`src/rtl/cla_serial_sequencer_pkg.sv`:
```
// Shared types and sizing helpers for the nibble-serial carry-lookahead add/subtract engine.
package cla_serial_sequencer_pkg;

  localparam int SLICE_W = 4;

  typedef enum logic [1:0] {
    IDLE = 2'd0,
    RUN  = 2'd1,
    DONE = 2'd2
  } state_e;

  function automatic int nib_of(input int width);
    return width / SLICE_W;
  endfunction

endpackage

```
`src/rtl/cla_serial_sequencer_cla4_slice.sv`:
```
// Combinational 4-bit carry-lookahead slice; every carry is expanded directly from p, g and cin.
module cla4_slice (
  input  logic [3:0] a,
  input  logic [3:0] b,
  input  logic       cin,
  output logic [3:0] sum,
  output logic       c4
);

  logic [3:0] p;
  logic [3:0] g;
  logic       c1, c2, c3;

  assign p = a ^ b;
  assign g = a & b;

  assign c1 = g[0] | (p[0] & cin);
  assign c2 = g[1] | (p[1] & g[0]) | (p[1] & p[0] & cin);
  assign c3 = g[2] | (p[2] & g[1]) | (p[2] & p[1] & g[0]) | (p[2] & p[1] & p[0] & cin);
  assign c4 = g[3] | (p[3] & g[2]) | (p[3] & p[2] & g[1]) | (p[3] & p[2] & p[1] & g[0])
            | (p[3] & p[2] & p[1] & p[0] & cin);

  assign sum = p ^ {c3, c2, c1, cin};

endmodule

```
`src/rtl/cla_serial_sequencer.sv`:
```
// WIDTH-bit add/subtract built by stepping one cla4_slice across the operands, LS nibble first,
// with valid/ready on both sides and fully registered outputs.
module cla_serial_sequencer
  import cla_serial_sequencer_pkg::*;
#(
  parameter int WIDTH = 16
) (
  input  logic             clk,
  input  logic             rst_n,
  input  logic             in_valid,
  output logic             in_ready,
  input  logic [WIDTH-1:0] in_a,
  input  logic [WIDTH-1:0] in_b,
  input  logic             in_sub,
  output logic             out_valid,
  input  logic             out_ready,
  output logic [WIDTH-1:0] out_sum,
  output logic             out_cout,
  output logic             out_ovf,
  output logic             busy
);

  localparam int NIB = nib_of(WIDTH);
  localparam int IW  = (NIB > 1) ? $clog2(NIB) : 1;
  localparam logic [IW-1:0] LAST = IW'(NIB - 1);

  state_e           state_q, state_d;
  logic [IW-1:0]    idx_q, idx_d;
  logic [WIDTH-1:0] a_q, a_d;
  logic [WIDTH-1:0] b_q, b_d;
  logic [WIDTH-1:0] sum_q, sum_d;
  logic             carry_q, carry_d;
  logic             cout_q, cout_d;
  logic             ovf_q, ovf_d;
  logic             in_ready_q, in_ready_d;
  logic             out_valid_q, out_valid_d;
  logic             busy_q, busy_d;

  logic [SLICE_W-1:0] sl_a, sl_b, sl_sum;
  logic               sl_c4;
  logic               accept;

  assign sl_a = a_q[SLICE_W*idx_q +: SLICE_W];
  assign sl_b = b_q[SLICE_W*idx_q +: SLICE_W];

  cla4_slice u_slice (
    .a   (sl_a),
    .b   (sl_b),
    .cin (carry_q),
    .sum (sl_sum),
    .c4  (sl_c4)
  );

  // in_ready is a registered flag, so acceptance keys off the flop, not the state.
  assign accept = in_valid & in_ready_q;

  always_comb begin
    state_d = state_q;
    idx_d   = idx_q;
    a_d     = a_q;
    b_d     = b_q;
    sum_d   = sum_q;
    carry_d = carry_q;
    cout_d  = cout_q;
    ovf_d   = ovf_q;
    unique case (state_q)
      IDLE: begin
        if (accept) begin
          a_d     = in_a;
          b_d     = in_sub ? ~in_b : in_b;
          carry_d = in_sub;
          idx_d   = '0;
          sum_d   = '0;
          cout_d  = 1'b0;
          ovf_d   = 1'b0;
          state_d = RUN;
        end
      end
      RUN: begin
        sum_d[SLICE_W*idx_q +: SLICE_W] = sl_sum;
        carry_d = sl_c4;
        if (idx_q == LAST) begin
          cout_d  = sl_c4;
          // Overflow is judged against the already-inverted B so add and subtract share one rule.
          ovf_d   = (a_q[WIDTH-1] == b_q[WIDTH-1]) && (sl_sum[SLICE_W-1] != a_q[WIDTH-1]);
          state_d = DONE;
        end else begin
          idx_d = idx_q + 1'b1;
        end
      end
      DONE: begin
        if (out_ready) state_d = IDLE;
      end
      default: state_d = IDLE;
    endcase
    in_ready_d  = (state_d == IDLE);
    out_valid_d = (state_d == DONE);
    busy_d      = (state_d != IDLE);
  end

  always_ff @(posedge clk or negedge rst_n) begin
    if (!rst_n) begin
      state_q     <= IDLE;
      idx_q       <= '0;
      a_q         <= '0;
      b_q         <= '0;
      sum_q       <= '0;
      carry_q     <= 1'b0;
      cout_q      <= 1'b0;
      ovf_q       <= 1'b0;
      in_ready_q  <= 1'b0;
      out_valid_q <= 1'b0;
      busy_q      <= 1'b0;
    end else begin
      state_q     <= state_d;
      idx_q       <= idx_d;
      a_q         <= a_d;
      b_q         <= b_d;
      sum_q       <= sum_d;
      carry_q     <= carry_d;
      cout_q      <= cout_d;
      ovf_q       <= ovf_d;
      in_ready_q  <= in_ready_d;
      out_valid_q <= out_valid_d;
      busy_q      <= busy_d;
    end
  end

  assign in_ready  = in_ready_q;
  assign out_valid = out_valid_q;
  assign out_sum   = sum_q;
  assign out_cout  = cout_q;
  assign out_ovf   = ovf_q;
  assign busy      = busy_q;

endmodule

```
`config.mk`:
```
export PLATFORM = sky130hd
export DESIGN_NAME = cla_serial_sequencer
export DESIGN_NICKNAME = d
export VERILOG_FILES = /design/src/rtl/cla_serial_sequencer_pkg.sv /design/src/rtl/cla_serial_sequencer_cla4_slice.sv /design/src/rtl/cla_serial_sequencer.sv
export SDC_FILE = /design/constraint.sdc
export NUM_CORES = 1
export LEC_CHECK = 0
export CAP_MARGIN = 40
export CORE_MARGIN = 4
export CORE_UTILIZATION = 51
export DETAILED_ROUTE_END_ITERATION = 8
export GPL_ROUTABILITY_DRIVEN = 0
export PLACE_DENSITY = 0.8
export SYNTH_ARGS = -nofsm -noshare
export SYNTH_HDL_FRONTEND = slang
export SYNTH_SLANG_ARGS = --single-unit
```
`constraint.sdc`:
```
create_clock -name clk -period 3.45 [get_ports clk]
set_clock_uncertainty 0.2 [all_clocks]
set_input_delay 0.69 -clock clk [delete_from_list [all_inputs] [get_ports clk]]
set_output_delay 0.69 -clock clk [all_outputs]
set_load 0.01 [all_outputs]
```
==> impl_metrics.env, run 1 <==
export IMPL_outcome="complete, no violations"
export IMPL_cts_made_buffers=9
export IMPL_ctsHoldBuffers=0
export IMPL_crit_fanout=9
export IMPL_die_w_um=82.0
export IMPL_wl_um=5790
export IMPL_final_cell_mix="dfrtp_1 (58), clkdlybuf4s50_1 (56), nand2_1 (55), nor2_1 (23), a21oi_1 (18)"
export IMPL_netlist_top_cells_area="dfrtp_1 (52%), nand2_1 (7.4%), mux4_2 (6.5%)"
export IMPL_vias_per_cell=5.24
export IMPL_ys_ff_latch=58
export IMPL_drc_errors=0
export IMPL_syn_area_per_cell_um2=10.9
export IMPL_die_area_um2=6720
export IMPL_grt_overflow_total=0
export IMPL_clockBufferDepth=2
export IMPL_post_cts_resized=0
export IMPL_synthCells=256
export IMPL_layout_drive_gt1_share_pct=10.9
export IMPL_hold_slack_ps=105
export IMPL_worst_pin_slew_ps=770
export IMPL_yosys_area_share_simple_pct=15.3
export IMPL_drv_cap=0
export IMPL_syn2layout_area_growth_pct=29.3
export IMPL_crit_start="idx_q[0]"
export IMPL_r2r_start="idx_q[0]"
export IMPL_cts_tree="done"
export IMPL_startpoint_type="flop"
export IMPL_seq_area_frac_synth_pct=52.0
export IMPL_pre_cts_ws_ps=683
export IMPL_cp_required_ps=3480
export IMPL_synth_top_cell_area_share_pct=52.0
export IMPL_max_slew_margin_pct=48.5
export IMPL_track_usage_pct=20.0
export IMPL_reg2reg_to="out_sum[7]"
export IMPL_cts_htree_levels=3
export IMPL_place_area_um2=3400
export IMPL_clk_pin_slew_ps=60
export IMPL_synth_area_um2=2790
export IMPL_die_height_um=82.0
export IMPL_clk_latency_ps=340
export IMPL_postCtsSetupBuffers=0
export IMPL_yosys_warnings=0
export IMPL_synth_xor_area_share_pct=5.65
export IMPL_r2r_setup_slack_ps=660
export IMPL_seqCellArea_um2=1450
export IMPL_mostFrequentLayoutCell="dfrtp_1"
export IMPL_synth_top_flop_cell="dfrtp_1"
export IMPL_grt_max_degree=37
export IMPL_drtIter0Drc=83
export IMPL_synth_adder_area_share_pct=5.20
export IMPL_grt_pass1_wl_um=9880
export IMPL_setup_slack_ps=664
export IMPL_critPathArrivalTime_ps=2810
export IMPL_period_share_pct=80.7
export IMPL_synth_top_family_by_area="simple AND/OR/NAND/NOR gates"
export IMPL_initial_core_util_pct=53.6
export IMPL_cts_sinks=58
export IMPL_core_um2=5200
export IMPL_via_count=2045
export IMPL_instances_no_fill=390
export IMPL_crit_type="flop to flop"
export IMPL_antenna_left=0
export IMPL_final_hold_viol_count=0
export IMPL_final_area_um2=3600
export IMPL_cts_root_buf="clkbuf_8"
export IMPL_slew_violations=0
export IMPL_leakagePower_nw=1.61
export IMPL_antenna_found_initial=0
export IMPL_p_per_area_nw_per_um2=1020
export IMPL_n_fill_cell=389
export IMPL_synthesis_nets=304
export IMPL_ir_worst_vdd_uv=491
export IMPL_reg2reg_depth=6
export IMPL_synth_compound_area_share_pct=11.9
export IMPL_finalNetCount=364
export IMPL_synthMuxAreaShare_pct=6.86
export IMPL_crit_path_end_kind="flop"
export IMPL_final_util_pct=69.3
export IMPL_hp_class="input port to async pin"
export IMPL_ios=58
export IMPL_crit_end="out_sum[7]"
export IMPL_rsz0062_at_grt="no"
export IMPL_yosysTopAreaCell="dfrtp_1"
export IMPL_tns_ps=0
export IMPL_multi_input_area_um2=1250
export IMPL_grt_pass1_vias=2149
export IMPL_rows=26
export IMPL_wl_per_cell_um=14.9
export IMPL_firstDrtPassIters=4
export IMPL_synthDistinctLibCells=35
export IMPL_hpwlAfterDp_um=4280
export IMPL_synth_edf_count=0
export IMPL_diodes=0
export IMPL_io_buffers=57
export IMPL_setup_violations=0
export IMPL_dp_cells=375
export IMPL_fin_crit_ps=2790
export IMPL_totalPowerFinal_mw=3.68
export IMPL_clock_fmax_ghz=0.359
export IMPL_ys_async_sr_fraction_pct=100
[worst max-delay path, cell delays in order (launching register included)]
cell	delay (ps)
dfrtp_1	640
mux4_2	630
ha_1	350
a21oi_1	90
o211ai_1	250
and2b_1	290
a22o_1	220
[how the worst min path moves through the flow]
stage / from / end / slack, ps / cells past startpoint
floorplan: rst_n / a_q[0] / 190 / 0
global placement: a_q[11] / a_q[11] / 270 / 2
detailed placement: a_q[11] / a_q[11] / 260 / 2
CTS: rst_n / state_q[1] / 110 / 1
global route: rst_n / out_valid / 150 / 1
finish: rst_n / state_q[1] / 110 / 1
[state kept, by name, indices dropped and copies added (netlist names)]
| name | cells |
|---|---|
| a_q | 16 |
| b_q | 16 |
| busy | 1 |
| carry_q | 1 |
| idx_q | 2 |
| in_ready | 1 |
| out_cout | 1 |
| out_ovf | 1 |
| out_sum | 16 |
| out_valid | 1 |
| state_q | 2 |
[power by group]
part	internal (mW)	switching, mW	leakage [nW]
clock	0.387	0.251	0.106
combinational	0.838	0.982	0.778
sequential	0.988	0.238	0.723
[synth_stat cells, types with 2 or more instances]
cell type,instances
a21oi_1,18
a21oi_2,4
a22o_1,17
and4_1,2
buf_2,6
buf_4,3
clkbuf_1,2
dfrtp_1,58
ha_1,10
inv_1,4
mux4_2,8
nand2_1,55
nand3_1,5
nand3b_1,2
nor2_1,23
o211ai_1,2
o21ai_0,3
xnor2_1,17
[area by class of cell]
| cell class | count | area share, % |
|---|---|---|
| sequential | 58 | 40.3 |
| multi-input combinational | 182 | 34.7 |
| timing repair buffer | 61 | 16.5 |
| clock buffer | 13 | 4.69 |
| tap | 70 | 2.43 |
| clock inverter | 2 | 0.972 |
| inverter | 4 | 0.417 |
[routing by layer]
metal / routed length (µm) / part of all wire [%] / global-route usage (%)
met1: 2490 / 43 / 25.0
met2: 2800 / 48 / 32.5
met3: 371 / 6.4 / 5.04
met4: 136 / 2.3 / 9.63
met5: 0 / 0 / 0
[cells by family after synthesis]
logic type / count (synthesis)
AOI/OAI and AO/OA: 48
xor gates and xnor gates: 18
adders and majority gates: 11
buffers and inverters: 16
DFF: 58
muxes: 9
and+or+nand+nor: 96
Power figures use the tool's default switching activity.
==> run 2: changes to the inputs <==
--- a/config.mk
+++ b/config.mk
@@ -7,10 +7,10 @@
 export LEC_CHECK = 0
 export CAP_MARGIN = 40
 export CORE_MARGIN = 4
-export CORE_UTILIZATION = 51
+export CORE_UTILIZATION = 46
 export DETAILED_ROUTE_END_ITERATION = 8
 export GPL_ROUTABILITY_DRIVEN = 0
-export PLACE_DENSITY = 0.8
+export PLACE_DENSITY = 0.76
 export SYNTH_ARGS = -nofsm -noshare
 export SYNTH_HDL_FRONTEND = slang
 export SYNTH_SLANG_ARGS = --single-unit
==> constraint.sdc (replaced) <==
create_clock -name clk -period 2.3 [get_ports clk]
set_clock_uncertainty 0.2 [all_clocks]
set_input_delay 0.46 -clock clk [delete_from_list [all_inputs] [get_ports clk]]
set_output_delay 0.46 -clock clk [all_outputs]
set_load 0.01 [all_outputs]
==> run 2 against run 1 <==
The flow now finishes with violations (setup timing). Via count is 3.9% higher. Utilization shrank 3.6 points. Critical path depth grew 1. Global-route usage shrank 1.6 points. Non-clock buffer count increased by 16. Maximum frequency grew 11%. Wire length up 8.2%. Cell count grew 4.9%. Combinational power grew 120%. Setup slack worse by 880 ps. Critical endpoint unchanged. Largest cell class unchanged.
==> impl_metrics.env, run 2 (same netlist as run 1, synthesis figures left out) <==
export IMPL_ios=58
export IMPL_setup_violations=19
export IMPL_final_hold_viol_count=0
export IMPL_die_w_um=85.9
export IMPL_track_usage_pct=18.4
export IMPL_startpoint_type="flop"
export IMPL_drv_cap=0
export IMPL_worstPathCellList="buf_12, mux4_2, ha_4, nand3_2, o211ai_1, and2b_2, a22o_1"
export IMPL_slew_violations=0
export IMPL_hold_path_depth=2
export IMPL_clk_latency_ps=330
export IMPL_clk_pin_slew_ps=60
export IMPL_failed_checks="setup timing"
export IMPL_worst_pin_slew_ps=620
export IMPL_mostFrequentLayoutCell="dfrtp_1"
export IMPL_final_cell_mix="dfrtp_1 (57), clkdlybuf4s50_1 (56), nand2_1 (55), nor2_1 (23), a22o_1 (17)"
export IMPL_layout_drive_gt1_share_pct=18.6
export IMPL_critPathArrivalTime_ps=2530
export IMPL_leakagePower_nw=1.69
export IMPL_cts_sinks=58
export IMPL_place_area_um2=3590
export IMPL_firstDrtPassIters=4
export IMPL_reg2reg_depth=7
export IMPL_cts_tree="done"
export IMPL_diodes=0
export IMPL_io_buffers=57
export IMPL_grt_pass1_wl_um=10500
export IMPL_rsz0062_at_grt="yes"
export IMPL_grt_max_degree=46
export IMPL_finalNetCount=380
export IMPL_via_count=2125
export IMPL_reg2reg_to="out_sum[7]"
export IMPL_hold_slack_ps=278
export IMPL_syn2layout_area_growth_pct=38.6
export IMPL_final_area_um2=3860
export IMPL_clockBufferDepth=2
export IMPL_hpwlAfterDp_um=4470
export IMPL_min_from="a_q[2]"
export IMPL_die_area_um2=7370
export IMPL_outcome="complete, but fails checks"
export IMPL_cts_made_buffers=9
export IMPL_r2r_start="idx_q[0]"
export IMPL_setup_slack_ps=-218
export IMPL_core_um2=5890
export IMPL_hold_end="a_q[2]"
export IMPL_hp_class="flop to flop"
export IMPL_critPathMaxStageDelay_ps=530
export IMPL_clock_fmax_ghz=0.397
export IMPL_drc_errors=0
export IMPL_antenna_found_initial=0
export IMPL_wl_um=6270
export IMPL_cp_required_ps=2310
export IMPL_cts_root_buf="clkbuf_8"
export IMPL_grt_overflow_total=0
export IMPL_ir_worst_vdd_uv=979
export IMPL_p_per_area_nw_per_um2=1700
export IMPL_fin_crit_ps=2520
export IMPL_max_slew_margin_pct=58.6
export IMPL_drtIter0Drc=104
export IMPL_initial_core_util_pct=47.4
export IMPL_pre_cts_ws_ps=-292
export IMPL_slowest_stage="mux4_2"
export IMPL_rows=28
export IMPL_crit_type="flop to flop"
export IMPL_die_height_um=85.9
export IMPL_vias_per_cell=5.20
export IMPL_wl_per_cell_um=15.3
export IMPL_crit_path_end_kind="flop"
export IMPL_antenna_left=0
export IMPL_period_share_pct=109
export IMPL_cts_htree_levels=3
export IMPL_grt_pass1_vias=2228
export IMPL_crit_fanout=5
export IMPL_r2r_setup_slack_ps=-220
-- run 2: cell type report --
class | count | area (µm²)
flip-flops and latches | 58 | 1450
multi-input cells | 182 | 1380
clock buffers | 13 | 159
fillers | 481 | 2020
inverters | 4 | 15.0
repair buffers | 77 | 763
well taps | 75 | 93.8
-- run 2: worst max path at each step --
stage          slack (ps)  cells past startpoint          end      from
3_3_place_gp         -180                      6  out_sum[11]  idx_q[0]
5_1_grt              -320                      7   out_sum[3]  idx_q[0]
2_1_floorplan        -140                      7  out_sum[11]  idx_q[0]
3_5_place_dp         -290                      6  out_sum[15]  idx_q[0]
6_report             -220                      7   out_sum[7]  idx_q[0]
4_1_cts              -170                      7   out_sum[7]  idx_q[0]
-- run 2: critical path, delay by kind of cell (launching register included) --
family                   cells  cell delay, ps
flip-flops                   1             450
buffers and inverters        1             140
AO/OA/AOI/OAI                2             400
adder cells (fa/ha/maj)      1             310
AND/OR/NAND/NOR              2             380
multiplexers                 1             530
-- run 2: power breakdown --
group	total, mW	internal (mW)	switching [mW]
clock	0.782	0.432	0.350
sequential	1.82	1.49	0.330
combinational	3.98	2.04	1.95
total	6.58	3.95	2.63
-- run 2: what timing repair did --
action | CTS | global route
gates resized for setup | 11 | 4
endpoints found under the setup margin | 19 | 15
endpoints found under the hold margin | 25 | 0
hold buffers | 1 | 0
buffers inserted | 4 | 1
pin swaps | 5 | 7
-- run 2: metal layers --
metal / vias to the layer above / routed length (µm) / GRT usage [%] / part of all wire, %
met5: - / 0 / 0 / 0
met4: 0 / 110 / 8.20 / 1.8
met3: 9 / 325 / 3.75 / 5.2
met2: 57 / 3260 / 31.4 / 52
met1: 1029 / 2580 / 22.4 / 41
li1: 1030 / - / - / -
-- run 2: per-stage QoR --
step           util (%)  power, mW  std cells  setup TNS (ps)
3_5_place_dp       61.0       5.31        393           -3370
5_1_grt            65.7       7.07        409           -3210
4_1_cts            65.0       6.31        408            -853
6_report           65.7       6.58        409           -1870
2_1_floorplan         -       3.94        256            -846
3_3_place_gp       61.0       5.16        393           -2440
==> run 3: changes to the inputs <==
--- a/config.mk
+++ b/config.mk
@@ -5,7 +5,6 @@
 export SDC_FILE = /design/constraint.sdc
 export NUM_CORES = 1
 export LEC_CHECK = 0
-export CAP_MARGIN = 40
 export CORE_MARGIN = 4
 export CORE_UTILIZATION = 46
 export DETAILED_ROUTE_END_ITERATION = 8
==> results of run 3 <==
Same layout as run 2: the final DEF is identical, and so are final timing and power.
